<file path="src/rtl/vga_fetch.sv">
// vga_fetch: memory-side feeder for the VGA output stage.
// Each accepted vga_flag turns into one ZBT read of the displayed bank.
// The returned two-pixel word is held on vga_pixel with a done_vga pulse.
// The block also owns the display word counter and the display/write bank swap.
// Optional build feature: define VGA_FETCH_UNDERRUN_CNT_EN to build a
// saturating 16-bit dropped-request counter on underrun_cnt. When it is not
// defined, underrun_cnt reads as zero and no counter logic is built.
// Everything runs in the system clock domain with a synchronous reset.

module vga_fetch #(
  parameter int ADDR_W          = 19,
  parameter int H_ACTIVE        = 640,
  parameter int V_ACTIVE        = 480,
  parameter int WORDS_PER_FRAME = 153600,
  parameter int BANK0_BASE      = 0,
  parameter int BANK1_BASE      = 153600,
  parameter int MEM_LAT         = 2,
  parameter int LOG_HCOUNT      = 11,
  parameter int LOG_VCOUNT      = 10
) (
  input  logic                  clock,
  input  logic                  reset,
  input  logic                  vga_flag,
  input  logic [LOG_HCOUNT-1:0] hcount,
  input  logic [LOG_VCOUNT-1:0] vcount,
  input  logic                  frame_flag,
  output logic                  mem_req,
  input  logic                  mem_grant,
  output logic [ADDR_W-1:0]     mem_addr,
  input  logic [35:0]           mem_rdata,
  output logic [35:0]           vga_pixel,
  output logic                  done_vga,
  output logic                  disp_bank,
  output logic                  underrun,
  output logic [15:0]           underrun_cnt
);

  // Latency counter only has to hold MEM_LAT-1, so size it to that value.
  localparam int LAT_W = (MEM_LAT > 2) ? $clog2(MEM_LAT) : 1;

  localparam logic [LAT_W-1:0]      LAT_LOAD  = LAT_W'(MEM_LAT - 1);
  localparam logic [ADDR_W-1:0]     BASE0     = ADDR_W'(BANK0_BASE);
  localparam logic [ADDR_W-1:0]     BASE1     = ADDR_W'(BANK1_BASE);
  localparam logic [ADDR_W-1:0]     WORD_LAST = ADDR_W'(WORDS_PER_FRAME - 1);
  localparam logic [LOG_HCOUNT-1:0] H_LIMIT   = LOG_HCOUNT'(H_ACTIVE);
  localparam logic [LOG_VCOUNT-1:0] V_LIMIT   = LOG_VCOUNT'(V_ACTIVE);

  typedef enum logic [1:0] {
    ST_IDLE,
    ST_REQ,
    ST_WAIT,
    ST_CAP
  } state_t;

  state_t state;
  state_t state_next;

  logic              pending;
  logic              swap_pending;
  logic              vblank_d;
  logic [ADDR_W-1:0] word_cnt;
  logic [LAT_W-1:0]  lat_cnt;

  logic              visible;
  logic              vblank;
  logic              vblank_entry;
  logic              accept;
  logic              start_fetch;
  logic              grant_take;
  logic              drop;
  logic [ADDR_W-1:0] bank_base;

  // Request qualification and raster decode shared by the FSM and datapath.
  // A flag is only honoured inside the visible window; blanking flags vanish.
  assign visible      = (hcount < H_LIMIT) && (vcount < V_LIMIT);
  assign vblank       = (vcount >= V_LIMIT);
  assign vblank_entry = vblank && !vblank_d;
  assign accept       = vga_flag && visible;
  assign start_fetch  = (state == ST_IDLE) && (accept || pending);
  assign grant_take   = (state == ST_REQ) && mem_grant;
  assign drop         = accept && pending;
  assign bank_base    = disp_bank ? BASE1 : BASE0;

  // FSM state register.
  always_ff @(posedge clock) begin
    if (reset) begin
      state <= ST_IDLE;
    end else begin
      state <= state_next;
    end
  end

  // FSM next-state logic: one read transaction per pass through the loop.
  always_comb begin
    state_next = state;
    case (state)
      ST_IDLE: begin
        if (accept || pending) begin
          state_next = ST_REQ;
        end
      end
      ST_REQ: begin
        if (mem_grant) begin
          state_next = ST_WAIT;
        end
      end
      ST_WAIT: begin
        if (lat_cnt == '0) begin
          state_next = ST_CAP;
        end
      end
      ST_CAP: begin
        state_next = ST_IDLE;
      end
      default: begin
        state_next = ST_IDLE;
      end
    endcase
  end

  // FSM outputs: the request is held for the whole REQ state so the
  // arbiter sees a stable request until it grants.
  always_comb begin
    mem_req = (state == ST_REQ);
  end

  // Address latch: the bank and word are frozen at fetch start so a bank swap
  // that lands during REQ/WAIT cannot disturb the read already in progress.
  always_ff @(posedge clock) begin
    if (reset) begin
      mem_addr <= '0;
    end else if (start_fetch) begin
      mem_addr <= bank_base + word_cnt;
    end
  end

  // Display word counter: advances on each grant, wraps at the frame size and
  // is held at zero throughout vertical blank so every frame restarts at word 0.
  always_ff @(posedge clock) begin
    if (reset) begin
      word_cnt <= '0;
    end else if (vblank) begin
      word_cnt <= '0;
    end else if (grant_take) begin
      if (word_cnt == WORD_LAST) begin
        word_cnt <= '0;
      end else begin
        word_cnt <= word_cnt + 1'b1;
      end
    end
  end

  // Memory latency countdown between the grant and the capture cycle.
  always_ff @(posedge clock) begin
    if (reset) begin
      lat_cnt <= '0;
    end else if (grant_take) begin
      lat_cnt <= LAT_LOAD;
    end else if ((state == ST_WAIT) && (lat_cnt != '0)) begin
      lat_cnt <= lat_cnt - 1'b1;
    end
  end

  // Pixel capture and completion pulse; data from a read cut off by reset
  // never reaches vga_pixel because reset returns the FSM to IDLE first.
  always_ff @(posedge clock) begin
    if (reset) begin
      vga_pixel <= '0;
      done_vga  <= 1'b0;
    end else begin
      done_vga <= (state == ST_CAP);
      if (state == ST_CAP) begin
        vga_pixel <= mem_rdata;
      end
    end
  end

  // One-deep request buffer: a flag arriving while busy waits here; a flag
  // arriving while it is already full is lost and flagged as an underrun.
  always_ff @(posedge clock) begin
    if (reset) begin
      pending <= 1'b0;
    end else if (start_fetch) begin
      pending <= 1'b0;
    end else if (accept) begin
      pending <= 1'b1;
    end
  end

  // Sticky underrun indicator, present in every build.
  always_ff @(posedge clock) begin
    if (reset) begin
      underrun <= 1'b0;
    end else if (drop) begin
      underrun <= 1'b1;
    end
  end

`ifdef VGA_FETCH_UNDERRUN_CNT_EN
  logic [15:0] underrun_cnt_q;

  // Saturating count of dropped requests, cleared only by reset.
  always_ff @(posedge clock) begin
    if (reset) begin
      underrun_cnt_q <= '0;
    end else if (drop && (underrun_cnt_q != 16'hFFFF)) begin
      underrun_cnt_q <= underrun_cnt_q + 16'd1;
    end
  end

  assign underrun_cnt = underrun_cnt_q;
`else
  assign underrun_cnt = 16'h0000;
`endif

  // Vertical blank edge detector used to time the bank swap.
  always_ff @(posedge clock) begin
    if (reset) begin
      vblank_d <= 1'b0;
    end else begin
      vblank_d <= vblank;
    end
  end

  // Bank swap: any number of frame_flag pulses within a frame collapse into a
  // single toggle at the next vblank entry, including a pulse on that very cycle.
  always_ff @(posedge clock) begin
    if (reset) begin
      disp_bank    <= 1'b0;
      swap_pending <= 1'b0;
    end else if (vblank_entry && (swap_pending || frame_flag)) begin
      disp_bank    <= ~disp_bank;
      swap_pending <= 1'b0;
    end else if (frame_flag) begin
      swap_pending <= 1'b1;
    end
  end

endmodule

</file>
<file path="config.mk">
export PLATFORM = sky130hd
export DESIGN_NAME = vga_fetch
export DESIGN_NICKNAME = d
export VERILOG_FILES = /design/src/rtl/vga_fetch.sv
export SDC_FILE = /design/constraint.sdc
export NUM_CORES = 1
export LEC_CHECK = 0
export CORE_MARGIN = 8
export CORE_UTILIZATION = 35
export DETAILED_ROUTE_END_ITERATION = 8
export MAX_ROUTING_LAYER = met4
export PLACE_DENSITY_LB_ADDON = 0.3
export SLEW_MARGIN = 20
export SYNTH_ARGS = -nofsm -noshare
export SYNTH_HDL_FRONTEND = slang
export SYNTH_SLANG_ARGS = --single-unit
</file>
<file path="constraint.sdc">
create_clock -name clock -period 6.05 [get_ports clock]
set_input_delay 0.9075 -clock clock [delete_from_list [all_inputs] [get_ports clock]]
set_output_delay 0.9075 -clock clock [all_outputs]
set_load 0.05 [all_outputs]
</file>
======== After elaboration in Yosys (flattened, before gate mapping) ========
Index checks and enable logic that the tools add are counted.
operators by class
  add/subtract/negate cells ............... 3
  $mul .................................... 0
  divide/modulo/power cells ............... 0
  order comparisons ....................... 3
  equality and inequality tests ........... 7
  shift operators ......................... 0
  muxes and demuxes ....................... 8
  bitwise gates (word level) .............. 1
  reduce and logical (&&, ||, !) cells .... 17
operators with widths
  cell                                                  count
  adder 18 x 19 -> 19 bit                               1
  adder 19 x 1 -> 19 bit, second input constant         1
  == test 19 x 18 -> 1 bit, second input constant       1
  2-to-1 mux 19 bit                                     1
  2-to-1 mux 18 bit                                     1
  < comparator 11 x 10 -> 1 bit, second input constant  1
  >= comparator 10 x 9 -> 1 bit, second input constant  1
  < comparator 10 x 9 -> 1 bit, second input constant   1
  logical AND 1 bit                                     8
  case mux 2 bit (4 select lines)                       1
  2-to-1 mux 2 bit                                      3
  OR reduction 2 bit                                    3
  == test 2 bit, second input constant                  2
  != test 2 x 1 -> 1 bit, second input constant         2
  AND reduction 3 bit                                   1
  == test 2 x 1 -> 1 bit, second input constant         1
  zero test 2 bit                                       1
  logical OR 1 bit                                      2
  2-to-1 mux 1 bit                                      2
  != test 2 bit, second input constant                  1
  nonzero test 2 bit                                    1
  zero test 1 bit                                       1
  inverter 1 bit                                        1
  subtractor 1 bit, second input constant               1
storage, ports and cells
  register bits after elaboration ......... 83
  bits in latches ......................... 0
  memory bits (writable) .................. 0
  memory bits (read-only) ................. 0
  input bits .............................. 62
  output and inout port bits .............. 75
  word-level logic and storage cells ...... 50
  memories kept ........................... 0

======== Longest topological paths before layout ========
Gate-level depths: netlist (run 1).
  word-level depth ........................ 6
  depth in mapped cells ................... 8
  mapped depth without buffers ............ 6

======== Worst setup path after synthesis (run 1) ========
No wires, ideal clock.
  path type ............................... reg2reg
  start ................................... register state[1]
  end ..................................... register word_cnt[18]
  setup time .............................. 70 ps
  arrival ................................. 2328 ps
  required time ........................... 5980 ps
  slack ................................... 3652 ps
  stages on the path, launching flop included .. 7
  path buffers ............................ 0
  clock period less this slack ............ 2398 ps
  cell sequence ........................... dfxtp_1 inv_1 ha_1 nand4_2 or4_1 or3_1 a21oi_1
on the way
  cells in the longest elaborated chain, start to end .. 2
RTL lines
  what                    RTL line  text
  start, declared         55        state_t state;
  start signal, assigned  89        state <= state_next;
  == test 2 x 1 -> 1 bit  n/a
  net mem_req             27        output logic mem_req,
  logical AND 1 bit       80        assign grant_take = (state == ST_REQ) && mem_grant;
  end signal, assigned    148       word_cnt <= word_cnt + 1'b1;
  end, declared           61        logic [ADDR_W-1:0] word_cnt;
The timed path passes the listed nets, and every way through them passes these cells.
A chain may end at the register's enable or synchronous reset.

======== Final worst setup path (run 1) ========
  start ................................... register state[0]
  end ..................................... output mem_req
on the way
  cells in the longest elaborated chain, start to end .. 1
RTL lines
  what                    RTL line  text
  == test 2 x 1 -> 1 bit  124       mem_req = (state == ST_REQ);
  end, declared           27
No other way between the ends.

==> results of run 1 <==
-- worst max-delay path by stage --
stage / from / to / cells after the start
5_1_grt: state[0] / mem_req / 2
6_report: state[0] / mem_req / 2
3_5_place_dp: mem_grant / word_cnt[18] / 5
2_1_floorplan: state[1] / word_cnt[18] / 6
3_3_place_gp: mem_grant / word_cnt[18] / 5
4_1_cts: state[1] / mem_req / 3
-- kinds of logic (layout without fill, tap and decap cells) --
logic type	Yosys count	after routing	share of synthesized area, %
other	1	16	0.105
buffers and inverters	42	135	6.42
flip-flops	83	83	46.6
AO/OA/AOI/OAI	35	35	6.77
AND/OR/NAND/NOR	134	134	17.9
adder cells (fa/ha/maj)	10	10	3.72
multiplexers	51	51	14.3
XOR/XNOR	17	17	4.18
-- per-layer routing --
metal	global-route usage [%]	vias to the layer above	routed length, um
li1	-	1459	-
met1	16.3	1379	4130
met2	21.7	87	4220
met3	4.26	7	643
met4	3.84	0	81
met5	-	-	0
-- power groups by stage --
stage                     Combinational (mW)  Clock (mW)  Sequential, mW
final                                  0.198       0.427           0.575
after global routing                   0.214       0.468           0.577
after CTS                              0.200       0.442           0.573
after detailed placement               0.200           0           0.586
after global placement                 0.194           0           0.585
after floorplan                        0.107           0           0.615
-- worst max-delay path, cell delays in order, from the launching register on --
cell and delay, ns:
dfxtp_1 0.44, ha_1 0.36, clkdlybuf4s50_1 0.89
-- state kept, by name (all words and copies together) (netlist names), 2 cells and up --
register	flops
mem_addr	19
word_cnt	19
vga_pixel	36
state	2
-- area by class of cell --
type / instances / area, um^2
Fill cell: 986 / 5180
Sequential cell: 83 / 1660
Timing Repair Buffer: 110 / 1090
Inverter: 9 / 33.8
Multi-Input combinational cell: 263 / 1740
Clock inverter: 5 / 77.6
Clock buffer: 11 / 131
Tap cell: 136 / 170
-- synth_stat cells (2+ instances only) --
cell / count / area share, %
buf_2: 3 / 0.42
and3_1: 2 / 0.35
nand4_1: 8 / 1.4
nand3_1: 6 / 0.84
nor3_1: 7 / 0.98
o31ai_1: 3 / 0.63
a21oi_1: 10 / 1.4
or3_1: 5 / 0.88
xor2_1: 5 / 1.2
ha_1: 9 / 3.2
o21ai_0: 5 / 0.70
nand2_1: 14 / 1.5
mux2i_1: 51 / 14
o22ai_1: 3 / 0.53
inv_1: 9 / 0.95
xnor2_1: 12 / 2.9
nor4_1: 2 / 0.35
dfxtp_1: 83 / 47
nor2b_1: 2 / 0.35
nor2_1: 74 / 7.8
clkbuf_1: 9 / 0.95
a41oi_1: 2 / 0.49
or4_1: 3 / 0.63
buf_1: 4 / 0.42
a211oi_1: 5 / 1.1
buf_4: 16 / 3.4
and4_1: 3 / 0.74
==> results.py, run 1 <==
metrics = {
    "status": {
        "outcome": "finished, final reports clean",
    },
    "sta": {
        "setup_ws_ns": 3.11,
        "grt_setup_unrepaired": "false",
        "whs_ns": 0.483,
        "fin_crit_ns": 2.94,
        "setup_viol": 0,
        "max_freq_ghz": 0.340,
        "slew_headroom_pct": 53.3,
        "post-route-period-util_pct": 48.6,
        "hold_viol_final": 0,
        "finalSetupTns_ns": 0,
        "slew_violations": 0,
        "skew_ns": 0.00792,
        "worst_pin_slew_ns": 0.692,
    },
    "critical_path": {
        "setup.worst_path.class": "reg2out",
        "endpoint_kind": "output port",
        "cp.required_ns": 5.14,
        "worst_setup_path_start_kind": "flop",
        "cp_max_fo": 8,
        "regToRegEndpoint": "word_cnt[18]",
        "r2r-start": "state[0]",
        "rrSetupSlack_ns": 3.74,
        "reg2reg_depth": 5,
        "crit_arrival_ns": 2.03,
    },
    "detailed_routing": {
        "drt_first_pass_iters": 4,
        "post_drt_wl_per_cell_um": 14.7,
        "totalWireLength_mm": 9.08,
        "vias": 2932,
        "drtIter0Drc": 132,
        "avgViaCountPerCell": 4.75,
        "drtAntennaViolNets": 0,
        "drc": 0,
    },
    "cells_and_area": {
        "stdcell_count": 617,
        "drive_gt1_share_pct": 4.78,
        "layout_common_cells": "clkdlybuf4s50_1, dfxtp_1, nor2_1, mux2i_1, conb_1",
        "design_area_mm2": 0.00491,
        "nets": 548,
        "finish.utilization_pct": 48.6,
        "mostFrequentLayoutCell": "clkdlybuf4s50_1",
        "area_growth_pct": 37.7,
        "n_antenna_cell": 0,
    },
    "cts": {
        "cts_sinks": 83,
        "cts_resized": 0,
        "clk_path_buf_depth": 2,
        "clock_latency_ns": 0.34,
        "ctsRootBufferMaster": "clkbuf_8",
        "tritoncts.num_buffers": 9,
        "clkSlewWorstSetupHoldPaths_ns": 0.08,
        "post_cts_buffers": 0,
        "cts_htree_levels": 3,
        "cts_tree": "yes",
        "cts_hold_buffers": 0,
    },
    "pwr": {
        "switching_power_mw": 0.328,
        "p_seq_share_pct": 47.9,
        "switching_share_pct": 27.3,
        "cellLeakagePower_nw": 1.66,
        "irDropWorstVdd_mv": 0.122,
        "p_int_mw": 0.872,
        "pwr-share-clk_pct": 35.6,
        "power_mw": 1.20,
        "combPwrFrac_pct": 16.5,
        "powerDensity_mw_per_mm2": 244,
    },
    "floorplan": {
        "initial_utilization_pct": 35.3,
        "die_area_mm2": 0.0137,
        "die_h_um": 117,
        "die_x_um": 117,
        "io_pins": 137,
        "core-area_mm2": 0.0101,
        "rows": 37,
    },
    "place": {
        "dp_slack_ns": 3.02,
        "dpl.cell_count": 601,
        "dpl-instance-area_mm2": 0.00469,
        "dp_hpwl_mm": 6.73,
        "io_buffer_count": 108,
        "gp_congestion": 0.818,
    },
    "hold_path": {
        "hold_path.class": "reg2reg",
        "hold_end": "underrun",
        "hold_depth": 2,
        "worstHoldStart": "underrun",
    },
    "yosys": {
        "seq_area_frac_synth_pct": 46.6,
        "avgSynthCellArea_um2": 9.56,
        "synth_area_mm2": 0.00357,
        "synth-main-ff-cell": "dfxtp_1",
        "synth-edff-count": 0,
        "ys_ff_latch": 83,
        "async_flop_share_pct": 0,
        "synthCells": 373,
        "ys_warn_count": 0,
        "yosysUniqueCellTypes": 45,
    },
    "job": {
        "maxCapViolations": 0,
    },
    "global_route": {
        "grt_pass1_wl_mm": 14.3,
        "antenna_found_initial": 0,
        "grt_max_degree": 64,
        "track_usage_pct": 13.6,
        "grt_overflow": 0,
        "grt_pass1_vias": 2841,
    },
}
Note: power is estimated with default switching activity, not from simulation.
==> run 2, diff against run 1 <==
==> constraint.sdc (replaced) <==
create_clock -name clock -period 2.4 [get_ports clock]
set_input_delay 0.36 -clock clock [delete_from_list [all_inputs] [get_ports clock]]
set_output_delay 0.36 -clock clock [all_outputs]
set_load 0.05 [all_outputs]
==> run 2 against run 1 <==
Sequential power rose to 2.5 times the previous value. Clock power grew to 2.6 times the previous value. Routed wire length grew 0.70%. Cell area grew 1.8%. Sequential share of layout area is 0.58 points lower. Final cell count rose by 1.1%. Worst setup slack worse by 2.8 ns. Worst hold slack lost 0.14 ns. Sequential cell count did not move. Highest routed layer unchanged.
==> results.py, run 2 (synthesis gave the netlist of run 1 again) <==
metrics = {
    "critical_path": {
        "cp.required_ns": 2.04,
        "cp_cell_sequence": "clkdlybuf4s50_1",
        "crit_arrival_ns": 1.76,
        "cp_num_buf_inv": 1,
        "reg2reg_depth": 6,
        "endpoint_kind": "output port",
        "rrSetupSlack_ns": 0.30,
        "setup.worst_path.class": "reg2out",
        "path_delay_family": "buffers and inverters",
        "worst_setup_path_start_kind": "flop",
        "slowest_delay_ns": 0.88,
        "regToRegEndpoint": "word_cnt[18]",
        "crit_slowest_cell": "clkdlybuf4s50_1",
        "cp_max_fo": 7,
        "r2r-start": "state[1]",
    },
    "detailed_routing": {
        "vias": 2965,
        "drc": 0,
        "post_drt_wl_per_cell_um": 14.7,
        "drtAntennaViolNets": 0,
        "totalWireLength_mm": 9.14,
        "avgViaCountPerCell": 4.75,
        "drtIter0Drc": 159,
        "drt_first_pass_iters": 4,
    },
    "global_route": {
        "grt_overflow": 0,
        "track_usage_pct": 13.7,
        "antenna_found_initial": 0,
        "grt_pass1_wl_mm": 14.2,
        "grt_pass1_vias": 2825,
        "grt_max_degree": 63,
    },
    "cts": {
        "ctsRootBufferMaster": "clkbuf_8",
        "clk_path_buf_depth": 2,
        "clock_latency_ns": 0.36,
        "tritoncts.num_buffers": 9,
        "cts_sinks": 83,
        "clkSlewWorstSetupHoldPaths_ns": 0.09,
        "cts_tree": "yes",
        "cts_htree_levels": 3,
    },
    "hold_path": {
        "hold_path.class": "in2reg",
        "hold_end": "state[1]",
        "hold_depth": 4,
        "worstHoldStart": "reset",
    },
    "floorplan": {
        "die_area_mm2": 0.0137,
        "rows": 37,
        "initial_utilization_pct": 35.3,
        "core-area_mm2": 0.0101,
        "die_x_um": 117,
        "io_pins": 137,
        "die_h_um": 117,
    },
    "cells_and_area": {
        "largest_register_ff_count": 36,
        "drive_gt1_share_pct": 6.56,
        "nets": 555,
        "n_antenna_cell": 0,
        "layout_common_cells": "clkdlybuf4s50_1, dfxtp_1, nor2_1, mux2i_1, conb_1",
        "top_register": "vga_pixel",
        "reg.largest.list": "vga_pixel (36), mem_addr (19), word_cnt (19)",
        "area_growth_pct": 40.1,
        "finish.utilization_pct": 49.5,
        "mostFrequentLayoutCell": "clkdlybuf4s50_1",
    },
    "place": {
        "gp_congestion": 0.799,
        "io_buffer_count": 108,
        "dp_hpwl_mm": 6.81,
    },
    "pwr": {
        "powerDensity_mw_per_mm2": 616,
        "cellLeakagePower_nw": 1.72,
        "irDropWorstVdd_mv": 0.336,
    },
    "job": {
        "maxCapViolations": 0,
    },
    "sta": {
        "max_freq_ghz": 0.472,
        "post-route-period-util_pct": 88.3,
        "worst_pin_slew_ns": 0.636,
        "slew_headroom_pct": 57.6,
        "slew_violations": 0,
        "finalSetupTns_ns": 0,
        "grt_setup_unrepaired": "false",
        "hold_viol_final": 0,
        "fin_crit_ns": 2.12,
        "skew_ns": 0.00969,
        "setup_viol": 0,
    },
    "status": {
        "outcome": "finished, final reports clean",
    },
}
## run 2: repair_timing
item	4_1_cts	5_1_grt
resized for setup	0	1
hold buffers	0	0
buffers inserted	0	0
endpoints found under the setup margin	0	1
## run 2: worst max-delay path by stage
stage,startpoint,endpoint,depth (start not counted)
after global placement,mem_grant,word_cnt[18],5
after detailed placement,mem_grant,word_cnt[18],5
final,disp_bank,disp_bank,1
after floorplan,state[1],word_cnt[18],6
after global routing,state[1],word_cnt[18],6
after CTS,state[1],mem_req,3
## run 2: power by group
group / total [mW] / internal, mW / switching (mW)
combinational: 0.510 / 0.207 / 0.303
clock: 1.13 / 0.593 / 0.534
sequential: 1.44 / 1.41 / 0.0272
## run 2: cell type report
cell class / instances / area, um^2
multi-input cells: 263 / 1730
inverters: 9 / 33.8
fillers: 968 / 5100
flip-flops and latches: 83 / 1660
clock buffers: 9 / 124
clock inverters: 7 / 101
repair buffers: 117 / 1170
well taps: 136 / 170
## run 2: tightest hold or removal path: stages
cell and delay [ns]:
buf_2 0.08, inv_1 0.09, nand2_1 0.08, mux2i_1 0.05
## run 2: through the flow
stage	cell area, um^2	cells	hold slack (ns)	worst slack, ns	power (mW)
2_1_floorplan	3620	388	0.450	0.00209	1.82
3_3_place_gp	4770	608	0.454	0.191	1.98
3_5_place_dp	4770	608	0.462	0.211	1.99
4_1_cts	4990	624	0.322	0.00975	3.13
5_1_grt	5000	624	0.376	0.133	3.23
6_report	5000	624	0.339	0.281	3.08
## run 2: routing by layer
layer | track usage (%) | up-vias | part of all wire, %
li1 | - | 1474 | -
met5 | - | - | 0
met3 | 3.03 | 12 | 6.2
met4 | 6.91 | 0 | 1.5
met2 | 21.8 | 85 | 47
met1 | 16.0 | 1394 | 45
